$ cat src/rtl/packet_receive_buffer.sv
// Purpose : reassemble HEAD..BODY..TAIL flits into one packet_element_t and hold it until acked.
// Latency : TAIL accepted at edge N -> received_packet_valid high just after edge N (1 cycle).
// Backpressure: ready is low only while a completed packet is held (HOLD); decoded from state only.
//
// Ports:
//   nocclk, rst_n           clock and asynchronous active-low reset
//   received_flit[_valid]   incoming flit and its valid
//   received_flit_ready     block can accept a flit this cycle
//   received_packet[_valid] registered assembled packet and its valid
//   received_packet_ack     consumer takes the held packet
//   received_flit_dropped   one-cycle pulse after any discard (flit or partial packet)

package types;
  typedef enum logic [1:0] {
    FLIT_HEAD = 2'd0,
    FLIT_BODY = 2'd1,
    FLIT_TAIL = 2'd2,
    FLIT_RSVD = 2'd3
  } flit_type_t;

  typedef struct packed {
    logic [7:0] packet_id;
    logic [3:0] flit_seq;
  } flit_id_t;

  typedef struct packed {
    flit_type_t flit_type;
    flit_id_t   flit_id;
  } header_t;

  typedef struct packed {
    header_t     header;
    logic [31:0] payload;
  } flit_t;
endpackage

package packet_types;
  localparam int BUFFER_LEN = 8;
  localparam int TAIL_W     = $clog2(BUFFER_LEN + 1);
  localparam int IDX_W      = $clog2(BUFFER_LEN);

  typedef struct packed {
    logic [7:0]                        packet_id;
    logic [TAIL_W-1:0]                 tail_index;
    logic                              is_complete;
    types::flit_t [BUFFER_LEN-1:0]     buffer;
  } packet_element_t;
endpackage

module packet_receive_buffer #(
  parameter int BUFFER_DEPTH = 8,
  parameter int TIMEOUT      = 64
) (
  input  logic                          nocclk,
  input  logic                          rst_n,
  input  types::flit_t                  received_flit,
  input  logic                          received_flit_valid,
  output logic                          received_flit_ready,
  output packet_types::packet_element_t received_packet,
  output logic                          received_packet_valid,
  input  logic                          received_packet_ack,
  output logic                          received_flit_dropped
);

  localparam int TW     = $clog2(TIMEOUT + 1);
  localparam int TAIL_W = packet_types::TAIL_W;
  localparam int IDX_W  = packet_types::IDX_W;

  typedef enum logic [1:0] {
    S_IDLE     = 2'd0,
    S_ASSEMBLE = 2'd1,
    S_HOLD     = 2'd2
  } state_t;

  state_t                        state_q, state_d;
  packet_types::packet_element_t packet_q, packet_d;
  logic [TW-1:0]                 timer_q, timer_d;
  logic                          dropped_q, dropped_d;

  logic                          flit_accept;
  logic [TW-1:0]                 timer_inc;
  logic                          buffer_full;
  logic                          id_match;
  logic [IDX_W-1:0]              wr_idx;
  logic                          start_head;
  types::flit_type_t             flit_type;

  assign received_flit_ready   = (state_q != S_HOLD);
  assign received_packet_valid = (state_q == S_HOLD);
  assign received_packet       = packet_q;
  assign received_flit_dropped = dropped_q;

  assign flit_accept = received_flit_valid & received_flit_ready;
  assign flit_type   = received_flit.header.flit_type;
  assign id_match    = (received_flit.header.flit_id.packet_id == packet_q.packet_id);
  assign buffer_full = (packet_q.tail_index == TAIL_W'(BUFFER_DEPTH));
  // Only used when the buffer is not full, so tail_index < BUFFER_DEPTH here.
  assign wr_idx      = packet_q.tail_index[IDX_W-1:0];
  // Saturating increment so a long stall can never wrap the idle timer.
  assign timer_inc   = (timer_q == '1) ? timer_q : timer_q + 1'b1;

  always_comb begin
    state_d    = state_q;
    packet_d   = packet_q;
    timer_d    = timer_q;
    dropped_d  = 1'b0;
    start_head = 1'b0;

    case (state_q)
      S_IDLE: begin
        if (flit_accept) begin
          if (flit_type == types::FLIT_HEAD) begin
            start_head = 1'b1;
          end else begin
            dropped_d = 1'b1;
          end
        end
      end

      S_ASSEMBLE: begin
        if (flit_accept) begin
          // Overflow takes precedence: whatever arrives at a full buffer kills the packet.
          if (buffer_full) begin
            dropped_d = 1'b1;
            packet_d  = '0;
            timer_d   = '0;
            state_d   = S_IDLE;
          end else if (flit_type == types::FLIT_HEAD) begin
            // Restart on a new HEAD regardless of its id; the partial packet is lost.
            dropped_d  = 1'b1;
            start_head = 1'b1;
          end else if (!id_match) begin
            // Stray flit from another packet: drop it, keep assembling ours.
            dropped_d = 1'b1;
          end else if (flit_type == types::FLIT_BODY) begin
            packet_d.buffer[wr_idx] = received_flit;
            packet_d.tail_index     = packet_q.tail_index + 1'b1;
            timer_d                 = '0;
          end else if (flit_type == types::FLIT_TAIL) begin
            packet_d.buffer[wr_idx] = received_flit;
            packet_d.tail_index     = packet_q.tail_index + 1'b1;
            packet_d.is_complete    = 1'b1;
            timer_d                 = '0;
            state_d                 = S_HOLD;
          end else begin
            dropped_d = 1'b1;
          end
        end else if (timer_inc >= TW'(TIMEOUT - 1)) begin
          // Timer would reach TIMEOUT-1 on this idle edge: give up on the packet.
          dropped_d = 1'b1;
          packet_d  = '0;
          timer_d   = '0;
          state_d   = S_IDLE;
        end else begin
          timer_d = timer_inc;
        end
      end

      S_HOLD: begin
        if (received_packet_ack) begin
          state_d = S_IDLE;
        end
      end

      default: begin
        state_d = S_IDLE;
      end
    endcase

    if (start_head) begin
      packet_d            = '0;
      packet_d.packet_id  = received_flit.header.flit_id.packet_id;
      packet_d.buffer[0]  = received_flit;
      packet_d.tail_index = TAIL_W'(1);
      timer_d             = '0;
      state_d             = S_ASSEMBLE;
    end
  end

  always_ff @(posedge nocclk or negedge rst_n) begin
    if (!rst_n) begin
      state_q   <= S_IDLE;
      packet_q  <= '0;
      timer_q   <= '0;
      dropped_q <= 1'b0;
    end else begin
      state_q   <= state_d;
      packet_q  <= packet_d;
      timer_q   <= timer_d;
      dropped_q <= dropped_d;
    end
  end

endmodule

$ cat config.mk
export PLATFORM = sky130hd
export DESIGN_NAME = packet_receive_buffer
export DESIGN_NICKNAME = d
export VERILOG_FILES = /design/src/rtl/packet_receive_buffer.sv
export SDC_FILE = /design/constraint.sdc
export NUM_CORES = 1
export LEC_CHECK = 0
export BUFFER_PORTS_ARGS = -buffer_cell sky130_fd_sc_hd__buf_4
export CAP_MARGIN = 25
export CORE_MARGIN = 4
export CORE_UTILIZATION = 46
export CTS_CLUSTER_DIAMETER = 80
export DETAILED_ROUTE_END_ITERATION = 16
export PLACE_DENSITY = 0.8
export SLEW_MARGIN = 20
export SYNTH_ARGS = -nofsm -noshare
export SYNTH_HDL_FRONTEND = slang
export SYNTH_SLANG_ARGS = --single-unit
$ cat constraint.sdc
create_clock -name nocclk -period 3.12 [get_ports nocclk]
set_clock_uncertainty 0.15 [all_clocks]
set_input_delay 0.312 -clock nocclk [delete_from_list [all_inputs] [get_ports nocclk]]
set_output_delay 0.312 -clock nocclk [all_outputs]
set_load 0.02 [all_outputs]
==> flow_summary.html <==
<table>
<tr><th>Metric</th><th>Value</th></tr>
<tr><th colspan="2">Pwr</th></tr>
<tr><td>Sequential power share</td><td>46.2%</td></tr>
<tr><td>Static leakage</td><td>10.4 nW</td></tr>
<tr><td>Max IR drop VDD</td><td>0.359 mV</td></tr>
<tr><td>Switching component of the power</td><td>3.01 mW</td></tr>
<tr><td>Pwr dens</td><td>568 mW/mm2</td></tr>
<tr><td>Fraction of power spent switching nets</td><td>26.0%</td></tr>
<tr><td>Fraction of power consumed by the clock network</td><td>41.5%</td></tr>
<tr><td>Design internal power</td><td>8.57 mW</td></tr>
<tr><td>Post-route total power</td><td>11.6 mW</td></tr>
<tr><td>Share of total power in combinational logic</td><td>12.3%</td></tr>
<tr><th colspan="2">Worst setup path</th></tr>
<tr><td>Launch instance of the worst register-to-register path</td><td>received_packet[379]$_DFFE_PN0P_</td></tr>
<tr><td>Critical path startpoint</td><td>received_flit[44]</td></tr>
<tr><td>Nature of the critical path startpoint</td><td>input pin</td></tr>
<tr><td>Arr. time, crit path</td><td>3.28 ns</td></tr>
<tr><td>Critical path data required time</td><td>3.42 ns</td></tr>
<tr><td>Type of destination of the critical path</td><td>flip-flop</td></tr>
<tr><td>Worst Setup Path Type</td><td>in -&gt; reg</td></tr>
<tr><td>Crit path max fanout</td><td>28</td></tr>
<tr><th colspan="2">Final layout</th></tr>
<tr><td>Utilization of the core after routing</td><td>64.8%</td></tr>
<tr><td>Footprint of the multi-input gates</td><td>0.00440 mm2</td></tr>
<tr><td>Layout overhead on the synthesized area</td><td>39.1%</td></tr>
<tr><td>Layout cells sized above 1</td><td>37.8%</td></tr>
<tr><td>Sequential Area</td><td>0.00978 mm2</td></tr>
<tr><td>Net count of the finished layout</td><td>1536</td></tr>
<tr><td>Final antenna diode count</td><td>0</td></tr>
<tr><td>Final-layout fill cell count</td><td>2239</td></tr>
<tr><th colspan="2">Clock network</th></tr>
<tr><td>Clock net sink count</td><td>391</td></tr>
<tr><td>Largest buffer count on any clock path</td><td>3</td></tr>
<tr><td>Clock latency on the worst-skew pair</td><td>0.52 ns</td></tr>
<tr><td>Number of CTS-inserted buffers</td><td>40</td></tr>
<tr><td>TritonCTS clock tree</td><td>yes</td></tr>
<tr><td>Clock-pin slew of the registers on the worst-case setup and hold paths</td><td>0.07 ns</td></tr>
<tr><td>CTS root buffer</td><td>clkbuf_16</td></tr>
<tr><td>Depth of the CTS H-tree</td><td>2</td></tr>
<tr><th colspan="2">Timing</th></tr>
<tr><td>Measured slew at the worst slew-check pin</td><td>0.739 ns</td></tr>
<tr><td>Tmin final</td><td>2.98 ns</td></tr>
<tr><td>Setup TNS</td><td>0 ns</td></tr>
<tr><td>Number of hold-slack violations in the final timing report</td><td>0</td></tr>
<tr><td>Setup violators final</td><td>0</td></tr>
<tr><td>Final Cycle Share</td><td>95.4%</td></tr>
<tr><td>Fmax</td><td>336 MHz</td></tr>
<tr><td>Unrepaired setup endpoints after global routing</td><td>false</td></tr>
<tr><td>Rel. slew slack</td><td>50.8%</td></tr>
<tr><td>Max Transition Viols Final</td><td>0</td></tr>
<tr><th colspan="2">Yosys</th></tr>
<tr><td>Primary FF master, synth</td><td>dfrtp_1</td></tr>
<tr><td>Cell taking the most area after synthesis</td><td>dfrtp_1</td></tr>
<tr><td>Post-Syn Instances</td><td>1035</td></tr>
<tr><td>Flops &amp; latches, synth</td><td>391</td></tr>
<tr><td>Netlist cell types</td><td>47</td></tr>
<tr><td>Sequential share of the synthesized area</td><td>66.7%</td></tr>
<tr><td>Top cell types by occurrence after synthesis</td><td>391 x dfrtp_1, 331 x a22o_1, 70 x clkbuf_1, 46 x a32o_1, 39 x buf_1</td></tr>
<tr><td>Mapped cell area</td><td>0.0147 mm2</td></tr>
<tr><td>Number of enable flip-flop cells after synthesis</td><td>0</td></tr>
<tr><td>Share of synthesized flip-flops with an asynchronous set or reset</td><td>100%</td></tr>
<tr><td>Synth top area share</td><td>66.7%</td></tr>
<tr><td>Most repeated cell in the gate-level netlist after synthesis</td><td>dfrtp_1</td></tr>
<tr><td>Net count of the mapped netlist</td><td>1091</td></tr>
<tr><td>Count of warnings emitted by yosys</td><td>0</td></tr>
<tr><td>Top cells by area in the synthesized netlist</td><td>dfrtp_1 67%, a22o_1 20%, a32o_1 3.1%</td></tr>
<tr><td>Avg Synthesized Cell Area</td><td>14.2 um2</td></tr>
<tr><th colspan="2">Drt</th></tr>
<tr><td>Final routed wire length divided by cell count</td><td>27.1 um</td></tr>
<tr><td>Overall via count from detail_route</td><td>12.0k</td></tr>
<tr><td>Post-Route WL</td><td>51.6 mm</td></tr>
<tr><td>Antenna Nets Post-Route</td><td>0</td></tr>
<tr><td>DR vias/cell</td><td>6.31</td></tr>
<tr><td>Pre-Repair DR Iteration Count</td><td>7</td></tr>
<tr><td>Remaining routing DRC violations</td><td>0</td></tr>
<tr><td>1st-iter DRT viols</td><td>860</td></tr>
<tr><th colspan="2">GRT</th></tr>
<tr><td>Largest net degree at the start of global routing</td><td>91</td></tr>
<tr><td>Global-route usage over all layers</td><td>29.0%</td></tr>
<tr><td>Global-route wire length before repair</td><td>79.2 mm</td></tr>
<tr><td>Total congestion overflow</td><td>0</td></tr>
<tr><td>Number of global-route vias before repair</td><td>12.4k</td></tr>
<tr><td>Initial antenna violation count</td><td>0</td></tr>
<tr><th colspan="2">Placed design</th></tr>
<tr><td>Final Wtd Congestion</td><td>0.857</td></tr>
<tr><td>Count of input and output buffers</td><td>433</td></tr>
<tr><td>Post-DP HPWL</td><td>33.4 mm</td></tr>
<tr><th colspan="2">Floorplan</th></tr>
<tr><td>Initial Util</td><td>46.6%</td></tr>
<tr><td>Number of ports placed on the die boundary</td><td>434</td></tr>
<tr><td>Total number of placement rows</td><td>65</td></tr>
<tr><td>Chip Height</td><td>187 um</td></tr>
<tr><td>Core region area</td><td>0.0315 mm2</td></tr>
<tr><td>Width of the die</td><td>187 um</td></tr>
<tr><td>Die area</td><td>0.0348 mm2</td></tr>
<tr><th colspan="2">Status</th></tr>
<tr><td>Outcome</td><td>complete, no violations</td></tr>
<tr><th colspan="2">Worst hold path</th></tr>
<tr><td>Hold Path Class</td><td>in -&gt; reg</td></tr>
<tr><td>Start point of the worst hold path</td><td>received_flit[31]</td></tr>
<tr><th colspan="2">Flow run</th></tr>
<tr><td>Maximum Capacitance Violations</td><td>0</td></tr>
</table>
## metal layers
metal | vias to the layer above | part of all wire [%] | wire [um] | GRT usage (%)
met5 | - | 0 | 0 | 0
met4 | 0 | 4.5 | 2300 | 12.6
met3 | 161 | 11 | 5750 | 9.28
met2 | 839 | 47 | 24300 | 45.9
met1 | 6148 | 37 | 19300 | 37.2
li1 | 4879 | - | - | -
## area by class of cell
class                   instances  share of cell area [%]
multi-input cells             502                    21.6
flip-flops and latches        391                    48.0
clock inverters                15                   0.945
clock buffers                  52                    5.49
inverters                      13                   0.239
well taps                     402                    2.47
repair buffers                532                    21.3
## power groups by stage
stage / clock [mW] / combinational [mW] / sequential [mW]
after global routing: 5.09 / 1.51 / 5.37
after global placement: 0 / 1.33 / 5.43
after floorplan: 0 / 0.532 / 5.56
final: 4.81 / 1.42 / 5.35
after detailed placement: 0 / 1.36 / 5.44
after CTS: 4.86 / 1.41 / 5.35
## state kept, by name, summed over array words and instances (netlist names)
| name | count |
|---|---|
| received_flit_dropped | 1 |
| received_packet | 381 |
| state_q | 2 |
| timer_q | 7 |
## kinds of logic (layout without fill, tap and decap cells)
family / count (synthesis) / count (layout) / synth area share, %
adder cells (fa/ha/maj): 6 / 6 / 0.512
AND/OR/NAND/NOR: 71 / 71 / 3.22
multiplexers: 4 / 4 / 0.299
XOR/XNOR: 8 / 8 / 0.478
flip-flops: 391 / 391 / 66.7
buffers and inverters: 142 / 612 / 4.08
AO/OA/AOI/OAI: 413 / 413 / 24.7
## path summary, 6_finish.rpt
| check | to | slack (ns) | depth (start not counted) |
|---|---|---|---|
| worst min-delay path | received_packet[77]$_DFFE_PN0P_ | 0.04 | 2 |
| worst max-delay path | received_packet[33]$_DFFE_PN0P_ | 0.14 | 9 |
| worst min register to register | received_packet[17]$_DFFE_PN0P_ | 0.34 | 1 |
| max in group asynchronous | received_packet[17]$_DFFE_PN0P_ | 1.62 | 3 |
| min in group asynchronous | received_packet[331]$_DFFE_PN0P_ | 0.26 | 2 |
| worst max register to register | received_packet[33]$_DFFE_PN0P_ | 0.29 | 6 |
## critical path: stages
cell	delay, ns
dlygate4sd3_1	0.55
buf_4	0.21
inv_1	0.09
ha_1	0.26
or2_2	0.32
or4_4	0.65
o41ai_4	0.42
buf_12	0.24
a32o_1	0.21
## placed cells by master, fill, tap and decap left out, drive strengths merged, types with 2 or more instances in the layout
| cell | synthesis | layout |
|---|---|---|
| bufinv | 0 | 4 |
| a32o | 46 | 46 |
| nand4 | 3 | 3 |
| nor3 | 9 | 9 |
| nor4 | 10 | 10 |
| a2bb2oi | 4 | 4 |
| and3 | 2 | 2 |
| nand2b | 6 | 6 |
| clkinv | 0 | 10 |
| xor2 | 5 | 5 |
| mux2 | 3 | 3 |
| buf | 59 | 484 |
| nand2 | 5 | 5 |
| inv | 13 | 13 |
| a31oi | 5 | 5 |
| a22o | 331 | 331 |
| ha | 6 | 6 |
| nand3 | 5 | 5 |
| xnor2 | 3 | 3 |
| nor2 | 8 | 8 |
| or2 | 3 | 3 |
| or4 | 4 | 4 |
| o211ai | 4 | 4 |
| o21ai | 10 | 10 |
| nor4b | 4 | 4 |
| dlygate4sd3 | 0 | 48 |
| nand3b | 3 | 3 |
| a21oi | 5 | 5 |
| dfrtp | 391 | 391 |
| or3 | 5 | 5 |
| clkbuf | 70 | 52 |
## stage by stage
stage	setup WS [ns]	instances	hold slack [ns]	area, um2
floorplan	0.105	1035	-0.134	14700
global placement	0.244	1792	0.235	18600
detailed placement	0.158	1792	0.238	18600
CTS	0.158	1907	0.0400	20400
global route	0.0548	1907	0.0340	20400
finish	0.144	1907	0.0432	20400
## timing repair
action | in CTS | in global routing
buffers inserted | 0 | 0
setup endpoints to repair | 0 | 10
gates resized for setup | 0 | 2
hold buffers | 48 | 0
endpoints found under the hold margin | 419 | 0
No activity file was read; power rests on OpenSTA's default activity.
